==> config.mk <==
export PLATFORM = sky130hd
export DESIGN_NAME = branch_resolve_unit
export DESIGN_NICKNAME = d
export VERILOG_FILES = /design/src/rtl/branch_pkg.sv /design/src/rtl/bht_bimodal.sv /design/src/rtl/branch_resolve_unit.sv
export SDC_FILE = /design/constraint.sdc
export NUM_CORES = 1
export LEC_CHECK = 0
export BUFFER_PORTS_ARGS = -buffer_cell sky130_fd_sc_hd__buf_2
export CORE_MARGIN = 1.5
export CORE_UTILIZATION = 50
export DETAILED_ROUTE_END_ITERATION = 8
export PLACE_DENSITY_LB_ADDON = 0.3
export SETUP_SLACK_MARGIN = 0.15
export SLEW_MARGIN = 0
export SYNTH_ARGS = -nofsm -noshare
export SYNTH_HDL_FRONTEND = slang
export SYNTH_SLANG_ARGS = --single-unit
export TNS_END_PERCENT = 1
==> constraint.sdc <==
create_clock -name clk -period 3.4 [get_ports clk]
set_input_delay 0.34 -clock clk [delete_from_list [all_inputs] [get_ports clk]]
set_output_delay 0.34 -clock clk [all_outputs]
set_load 0.03 [all_outputs]
==> src/rtl/branch_pkg.sv <==
// Shared types and helpers for the branch resolve unit and its bimodal predictor.
package branch_pkg;

  typedef enum logic [2:0] {
    BEQ  = 3'b000,
    BNE  = 3'b001,
    BLT  = 3'b100,
    BGE  = 3'b101,
    BLTU = 3'b110,
    BGEU = 3'b111
  } br_funct3_e;

  localparam logic [1:0] SNT = 2'b00;
  localparam logic [1:0] WNT = 2'b01;
  localparam logic [1:0] WT  = 2'b10;
  localparam logic [1:0] ST  = 2'b11;

  typedef struct packed {
    logic taken;
    logic mispredict;
    logic illegal;
  } br_flags_t;

  function automatic logic [1:0] sat_update(input logic [1:0] ctr, input logic taken);
    logic [1:0] nxt;
    nxt = ctr;
    if (taken) begin
      if (ctr != ST) nxt = ctr + 2'd1;
    end else begin
      if (ctr != SNT) nxt = ctr - 2'd1;
    end
    return nxt;
  endfunction

  // funct3 010/011 are the only non-branch encodings
  function automatic logic f3_illegal(input logic [2:0] f3);
    return f3[2:1] == 2'b01;
  endfunction

endpackage

==> src/rtl/bht_bimodal.sv <==
// Bimodal table of 2-bit saturating counters: combinational read for fetch,
// synchronous update from resolve.
module bht_bimodal
  import branch_pkg::*;
#(
  parameter int XLEN      = 32,
  parameter int BHT_DEPTH = 64
) (
  input  logic            clk,
  input  logic            rst_n,
  input  logic [XLEN-1:0] i_rd_pc,
  output logic            o_rd_taken,
  input  logic            i_upd_en,
  input  logic [XLEN-1:0] i_upd_pc,
  input  logic            i_upd_taken
);

  localparam int IDX_W = $clog2(BHT_DEPTH);

  logic [1:0]       r_ctr [BHT_DEPTH];
  logic [IDX_W-1:0] w_rd_idx;
  logic [IDX_W-1:0] w_upd_idx;

  // word-aligned PCs: drop the two low bits before indexing
  assign w_rd_idx   = i_rd_pc[IDX_W+1:2];
  assign w_upd_idx  = i_upd_pc[IDX_W+1:2];
  assign o_rd_taken = r_ctr[w_rd_idx][1];

  always_ff @(posedge clk) begin
    if (!rst_n) begin
      for (int i = 0; i < BHT_DEPTH; i++) r_ctr[i] <= WNT;
    end else if (i_upd_en) begin
      r_ctr[w_upd_idx] <= sat_update(r_ctr[w_upd_idx], i_upd_taken);
    end
  end

endmodule

==> src/rtl/branch_resolve_unit.sv <==
// One-stage conditional branch resolver with valid/ready handshake, redirect
// PC, mispredict flag, bimodal predictor and resolve statistics.
module branch_resolve_unit
  import branch_pkg::*;
#(
  parameter int XLEN      = 32,
  parameter int BHT_DEPTH = 64,
  parameter int CNT_W     = 32
) (
  input  logic             clk,
  input  logic             rst_n,
  input  logic [XLEN-1:0]  fetch_pc_i,
  output logic             fetch_pred_taken_o,
  input  logic             in_valid_i,
  output logic             in_ready_o,
  input  logic [XLEN-1:0]  in_pc_i,
  input  logic [XLEN-1:0]  in_imm_i,
  input  logic [XLEN-1:0]  in_rs1_i,
  input  logic [XLEN-1:0]  in_rs2_i,
  input  logic [2:0]       in_funct3_i,
  input  logic             in_pred_taken_i,
  input  logic             flush_i,
  output logic             out_valid_o,
  input  logic             out_ready_i,
  output logic             out_taken_o,
  output logic [XLEN-1:0]  out_redirect_pc_o,
  output logic             out_mispredict_o,
  output logic             out_illegal_o,
  output logic [CNT_W-1:0] stat_branches_o,
  output logic [CNT_W-1:0] stat_mispredicts_o
);

  logic             r_valid;
  br_flags_t        r_flags;
  logic [XLEN-1:0]  r_redirect;
  logic [CNT_W-1:0] r_branches;
  logic [CNT_W-1:0] r_mispredicts;

  br_funct3_e       w_f3;
  br_flags_t        w_flags;
  logic             w_taken;
  logic             w_eq;
  logic             w_lt_s;
  logic             w_lt_u;
  logic             w_accept;
  logic             w_upd;
  logic [XLEN-1:0]  w_redirect;

  assign in_ready_o = !flush_i && (!r_valid || out_ready_i);
  assign w_accept   = in_valid_i && in_ready_o;

  assign w_eq   = in_rs1_i == in_rs2_i;
  assign w_lt_s = $signed(in_rs1_i) < $signed(in_rs2_i);
  assign w_lt_u = in_rs1_i < in_rs2_i;
  assign w_f3   = br_funct3_e'(in_funct3_i);

  always_comb begin
    w_taken = 1'b0;
    case (w_f3)
      BEQ:     w_taken = w_eq;
      BNE:     w_taken = !w_eq;
      BLT:     w_taken = w_lt_s;
      BGE:     w_taken = !w_lt_s;
      BLTU:    w_taken = w_lt_u;
      BGEU:    w_taken = !w_lt_u;
      default: w_taken = 1'b0;
    endcase
  end

  assign w_flags.illegal    = f3_illegal(in_funct3_i);
  assign w_flags.taken      = w_taken;
  assign w_flags.mispredict = !w_flags.illegal && (w_taken ^ in_pred_taken_i);

  // sums wrap naturally at XLEN bits
  assign w_redirect = w_taken ? (in_pc_i + in_imm_i) : (in_pc_i + XLEN'(4));
  assign w_upd      = w_accept && !w_flags.illegal;

  always_ff @(posedge clk) begin
    if (!rst_n) begin
      r_valid    <= 1'b0;
      r_flags    <= '0;
      r_redirect <= '0;
    end else if (flush_i) begin
      r_valid <= 1'b0;
    end else if (w_accept) begin
      r_valid    <= 1'b1;
      r_flags    <= w_flags;
      r_redirect <= w_redirect;
    end else if (out_ready_i) begin
      r_valid <= 1'b0;
    end
  end

  always_ff @(posedge clk) begin
    if (!rst_n) begin
      r_branches    <= '0;
      r_mispredicts <= '0;
    end else if (w_upd) begin
      r_branches <= r_branches + CNT_W'(1);
      if (w_flags.mispredict) r_mispredicts <= r_mispredicts + CNT_W'(1);
    end
  end

  bht_bimodal #(
    .XLEN      (XLEN),
    .BHT_DEPTH (BHT_DEPTH)
  ) u_bht (
    .clk         (clk),
    .rst_n       (rst_n),
    .i_rd_pc     (fetch_pc_i),
    .o_rd_taken  (fetch_pred_taken_o),
    .i_upd_en    (w_upd),
    .i_upd_pc    (in_pc_i),
    .i_upd_taken (w_taken)
  );

  assign out_valid_o        = r_valid;
  assign out_taken_o        = r_flags.taken;
  assign out_mispredict_o   = r_flags.mispredict;
  assign out_illegal_o      = r_flags.illegal;
  assign out_redirect_pc_o  = r_redirect;
  assign stat_branches_o    = r_branches;
  assign stat_mispredicts_o = r_mispredicts;

endmodule
Word level (Yosys, flattened, before mapping)

Memory sizes are Yosys's and may differ from the RTL's.
Cells that the tools add are included.

Bits in registers: 100
RAM bits: 128
Bits of input ports: 169
Output and inout bits: 102
Word-level logic and storage cells: 61
Memories kept: 1

Add/subtract/negate cells: 6
Order comparisons: 2
Equality and inequality tests: 8
Multiplexer cells: 16
Bitwise gates (word level): 3
Reductions and logical operators: 18

Memories:

| memory      | depth | width | rd ports | clocked after memory_dff | wr ports | RTL line          | RTL |
|---|---|---|---|---|---|---|---|
| u_bht.r_ctr | 64    | 2     | 2        | 0                        | 64       | bht_bimodal.sv:20 | `logic [1:0] r_ctr [BHT_DEPTH];` |

Operators with widths:

| kind                                                                  | number |
|---|---|
| 32-bit by 1-bit adder with 32-bit output, second input constant       | 2 |
| 32-bit < comparator                                                   | 2 |
| 32-bit by 3-bit adder with 32-bit output, second input constant       | 1 |
| 32-bit adder                                                          | 1 |
| 32-bit equality test                                                  | 1 |
| 32-bit two-way mux                                                    | 1 |
| 3-bit equality test, second input constant                            | 4 |
| 2-bit two-way mux                                                     | 6 |
| 1-bit two-way mux                                                     | 7 |
| 1-bit zero test                                                       | 6 |
| 6-bit two-way mux                                                     | 1 |
| 1-bit one-hot mux with 6 select lines                                 | 1 |
| 1-bit logical AND                                                     | 4 |
| 2-bit AND reduction                                                   | 2 |
| 2-bit nonzero test                                                    | 2 |
| 2-bit OR reduction                                                    | 2 |
| 3-bit by 1-bit equality test with 1-bit output, second input constant | 1 |
| 3-bit zero test                                                       | 1 |
| 2-bit by 1-bit adder with 2-bit output, second input constant         | 1 |
| 2-bit by 1-bit equality test with 1-bit output, second input constant | 1 |
| 2-bit inequality test, second input constant                          | 1 |
| 1-bit NOT                                                             | 2 |
| 2-bit by 1-bit subtractor with 2-bit output, second input constant    | 1 |
| 1-bit logical OR                                                      | 1 |
| 1-bit bitwise XOR                                                     | 1 |

Longest topological paths before layout

Depth after elaboration: 10
Mapped depth: 13
Gate-level depth less buffers: 12

Modules after synthesis

Synthesis repeated with hierarchy kept, for this count alone.

Cells, all modules: 1,596
Area total of the unflattened synthesis: 14,541.4 sq um

By module, submodules not included:

| module              | times used | cells each | area each (sq um) | seq. area each (sq um) |
|---|---|---|---|---|
| branch_resolve_unit | 1          | 983        | 7,544.7           | 2,001.9 |
| bht_bimodal         | 1          | 613        | 6,996.7           | 3,843.7 |

Worst setup path before layout

OpenSTA, ideal clock, no wires.

Path kind: input port to output port
Start point: in fetch_pc_i[2]
End point: out fetch_pred_taken_o
Arrival: 2.857 ns
Required time: 3.060 ns
Slack: 0.203 ns
Stages: 5
Path buffers: 2
Cells stage by stage: clkbuf_1 -> buf_1 -> mux4_2 -> mux4_2 -> mux4_2

Longest elaborated chain between the ends: 1

RTL lines:

| element           | RTL line                  | RTL |
|---|---|---|
| from (decl)       | branch_resolve_unit.sv:12 | `input logic [XLEN-1:0] fetch_pc_i,` |
| memory 64 x 2 bit | n/a                       |  |
| to (decl)         | branch_resolve_unit.sv:13 | `output logic fetch_pred_taken_o,` |

Every way passes these cells.

==> out/results.tsv <==
stage	metric	value	unit
outcome	result of the run	finished clean	
timing	worst max-slew margin expressed relative to the limit	0.493	
critical_path	worst path buffer plus inverter count	1	
min_path	worst min path class	in2reg	
critical_path	data arrival time of the critical path	2.65	ns
die	I/O pin total	271	
detailed_routing	wire length per cell	18.6	um
critical_path	kind of critical path	reg2out	
clocking	H-tree levels	1	
pwr	fraction of power consumed by sequential logic	0.417	
flow_run	max-cap violations	0	
detailed_routing	remaining antenna violation count after routing	0	
logic_synthesis	post-synthesis cell count	1594	
die	Starting Density	0.513	
clocking	clock sink count	228	
timing	Final setup violation count	0	
timing	setup repair after global routing missed its margin	no	
grt	number of antenna violations at the first check in global routing	2	
grt	overall global routing resource usage	0.271	
logic_synthesis	flops & latches, synth	228	
final_layout	multi-input logic area	7820	um2
logic_synthesis	fraction of post-synthesis cell area in the top cell type by area	0.268	
critical_path	internal reg-to-reg setup slack	0.56	ns
logic_synthesis	EDFF count, synth	128	
logic_synthesis	most used standard cells in the synthesized netlist	sky130_fd_sc_hd__nand2_1 (218), sky130_fd_sc_hd__nor2_1 (133), sky130_fd_sc_hd__edfxtp_1 (128), sky130_fd_sc_hd__nand3_1 (120), sky130_fd_sc_hd__dfxtp_1 (100)	
grt	global-route wire length before repair	63600	um
clocking	hold buffer count at cts	0	
critical_path	Critical Path Start Type	flip-flop	
final_layout	area added between synthesis and finish	18.7	%
timing	minimum hold slack	0.0535	ns
die	Die ar.	29800	um2
pwr	cell-internal power	5.19	mW
logic_synthesis	most used standard cell by instance count after synthesis	sky130_fd_sc_hd__nand2_1	
timing	endpoints failing hold	0	
timing	minimum clock period	2.99	ns
detailed_routing	top metal layer carrying routed signals	met5	
logic_synthesis	post-synthesis net count	1830	
clocking	clock slew at reported path FFs	0.07	ns
critical_path	slowest CP cell	sky130_fd_sc_hd__mux4_2	
pwr	cell leakage power	6.80	nW
placed_design	estimated wirelength of the detail-placed design	29600	um
detailed_routing	residual DRC count	0	
pwr	switching power of the nets	2.05	mW
critical_path	critical path required time	3.06	ns
pwr	worst voltage drop across the vdd grid	0.336	mV
detailed_routing	routed wire length on met2	19700	um
timing	Total Negative Setup Slacks	0	ns
logic_synthesis	cell type with the highest aggregate area in the netlist	sky130_fd_sc_hd__edfxtp_1	
logic_synthesis	leading post-synthesis cells by cell area	sky130_fd_sc_hd__edfxtp_1 (27%), sky130_fd_sc_hd__dfxtp_1 (14%), sky130_fd_sc_hd__ha_1 (5.7%), sky130_fd_sc_hd__nand2_1 (5.7%), sky130_fd_sc_hd__nand3_1 (4.2%)	
detailed_routing	number of violations reported at the end of detailed-routing iteration 0	1107	
critical_path	stage delay of the slowest cell on the critical path	0.53	ns
clocking	post-CTS setup buffer count	0	
clocking	root cell of the clock tree	sky130_fd_sc_hd__clkbuf_16	
critical_path	Critical Path Fanout Max	2	
min_path	worst min-delay path startpoint	flush_i	
detailed_routing	average vias per placed instance	6.01	
logic_synthesis	sequential fraction of the synthesis area	0.407	
critical_path	cell count of the worst reg-to-reg path	8	
timing	Final Skew	0.0232	ns
final_layout	Core Util, Final	0.609	
grt	final global-route overflow total	0	
critical_path	worst reg2reg endpoint	stat_branches_o[31]$_SDFFE_PN0P_	
pwr	fraction of power spent switching nets	0.283	
critical_path	kind of end point of the critical path	primary output	
grt	vias in the first global route	12500	
critical_path	cell class contributing the biggest share of worst-path delay	multiplexers	
final_layout	layout cells sized above 1	0.218	
grt	largest net degree at the start of global routing	73	
logic_synthesis	average cell area after synthesis	9.01	um2
final_layout	register cell area after layout	5850	um2
die	Die X-Extent	172	um
final_layout	antenna diode count	0	
final_layout	Non-Filler Cell Area, Final	17000	um2
die	Die Y-Extent	172	um
final_layout	Filler Cell Count	2419	
timing	Worst Tran Pin Value	0.761	ns
clocking	clock latency on the worst-skew pair	0.54	ns
final_layout	final layout net count	2060	
die	Rows	61	
placed_design	total of buffers placed on input and output ports	244	
critical_path	cell-by-cell listing of the critical path	mux4_2, mux4_2, mux4_2, buf_2	
pwr	post-route total power	7.24	mW
clocking	CTS tree	done	
critical_path	reg-to-reg critical path startpoint	out_valid_o$_SDFFE_PP0P_	
pwr	power per unit of standard cell area	425	nW/um2
timing	post-route fraction of the period consumed by the critical path	0.879	
detailed_routing	metal3 WL	3740	um
clocking	quantity of gates resized following cts	0	
logic_synthesis	total number of yosys warnings	0	
detailed_routing	total wire length after detailed routing	41300	um
clocking	maximum buffer depth of the clock tree	3	
die	CORE AREA	28000	um2
pwr	Clock power frac	0.389	
detailed_routing	length of the first detailed-routing pass in iterations	6	
min_path	worst hold stages	2	
detailed_routing	wire length on met1	16600	um
logic_synthesis	Yosys cell types	78	
critical_path	origin of the worst setup path	u_bht.r_ctr[63][1]$_SDFFCE_PN0P_	
placed_design	weighted congestion reported at the end of routability-driven placement	0.878	
clocking	total CTS buffers	26	
timing	final count of pins violating max slew	0	
pwr	combinational fraction of design power	0.194	
timing	FMAX	335	MHz
min_path	Endpoint, Worst Hold	out_valid_o$_SDFFE_PP0P_	
critical_path	Worst path most repeated cell	sky130_fd_sc_hd__mux4_2	
detailed_routing	number of vias in the routed layout	13300	
logic_synthesis	Primary FF master, synth	sky130_fd_sc_hd__edfxtp_1	
placed_design	cell area reported after detailed placement	16200	um2
logic_synthesis	share of async-settable or async-resettable flops after synthesis	0	
logic_synthesis	cell area after technology mapping	14400	um2
[worst register-to-register path, delay by kind of cell (launching register included)]
| family | cells | cell delay (ns) |
|---|---|---|
| AO/OA/AOI/OAI | 1 | 0.15 |
| AND/OR/NAND/NOR | 7 | 2.30 |
| flip-flops | 1 | 0.32 |
[sequential cells by signal, indices dropped and copies added, names as in the netlist]
| signal | cells |
|---|---|
| out_illegal_o | 1 |
| out_mispredict_o | 1 |
| out_redirect_pc_o | 32 |
| out_taken_o | 1 |
| out_valid_o | 1 |
| stat_branches_o | 32 |
| stat_mispredicts_o | 32 |
| u_bht.r_ctr | 128 |
[final cells by class]
type / instances / share of cell area
clock buffer: 39 / 0.0440
clock inverter: 9 / 0.00653
inverter: 57 / 0.0126
multi-input combinational: 1200 / 0.459
sequential: 228 / 0.343
tap: 378 / 0.0277
timing repair buffer: 311 / 0.107
[per-stage QoR]
step,instances,worst slack [ns]
floorplan,1594,0.203
global placement,2174,-0.0363
detailed placement,2174,-0.0911
CTS,2222,0.397
global route,2222,0.228
finish,2222,0.411
[cell families (layout without fill, tap and decap cells)]
group	count (synthesis)	count (layout)	share of synthesized area
AND/OR/NAND/NOR	680	680	0.233
AO/OA/AOI/OAI	343	343	0.162
flip-flops	228	228	0.407
buffers and inverters	166	416	0.0505
XOR/XNOR	70	70	0.0427
adder cells (fa/ha/maj)	69	69	0.0603
multiplexers	38	38	0.0449
[worst max-delay path by stage]
| stage | endpoint | slack, ns | cells past startpoint |
|---|---|---|---|
| floorplan | fetch_pred_taken_o | 0.20 | 5 |
| detailed placement | u_bht.r_ctr[5][0]$_SDFFCE_PN1P_ | -0.09 | 11 |
| finish | fetch_pred_taken_o | 0.41 | 4 |
| global placement | u_bht.r_ctr[3][0]$_SDFFCE_PN1P_ | -0.04 | 11 |
| CTS | fetch_pred_taken_o | 0.40 | 4 |
| global route | u_bht.r_ctr[27][0]$_SDFFCE_PN1P_ | 0.23 | 11 |
[routing by layer]
metal | global-route usage | vias to the layer above
met4 | 0.0922 | 2
met5 | 0 | -
met2 | 0.453 | 613
met3 | 0.0561 | 91
li1 | - | 6352
met1 | 0.347 | 6289
[power by group through the flow]
stage	Sequential [mW]	Combinational [mW]	Clock, mW
floorplan	3.13	0.869	0
global placement	3.07	1.36	0
detailed placement	3.07	1.38	0
CTS	3.01	1.39	2.85
global route	3.02	1.52	2.96
finish	3.02	1.40	2.82
[cells in the final DEF (no fill, tap or decap), drive strengths merged, types with 39 or more instances in the layout]
cell    instances
buf           311
inv            58
ha             66
dfxtp         100
nand4          45
clkbuf         39
o21ai          65
nand3         120
nand2         218
a22oi          60
nor2          133
xor2           40
edfxtp        128
a21oi          80
No activity file was read; power rests on OpenSTA's default activity.
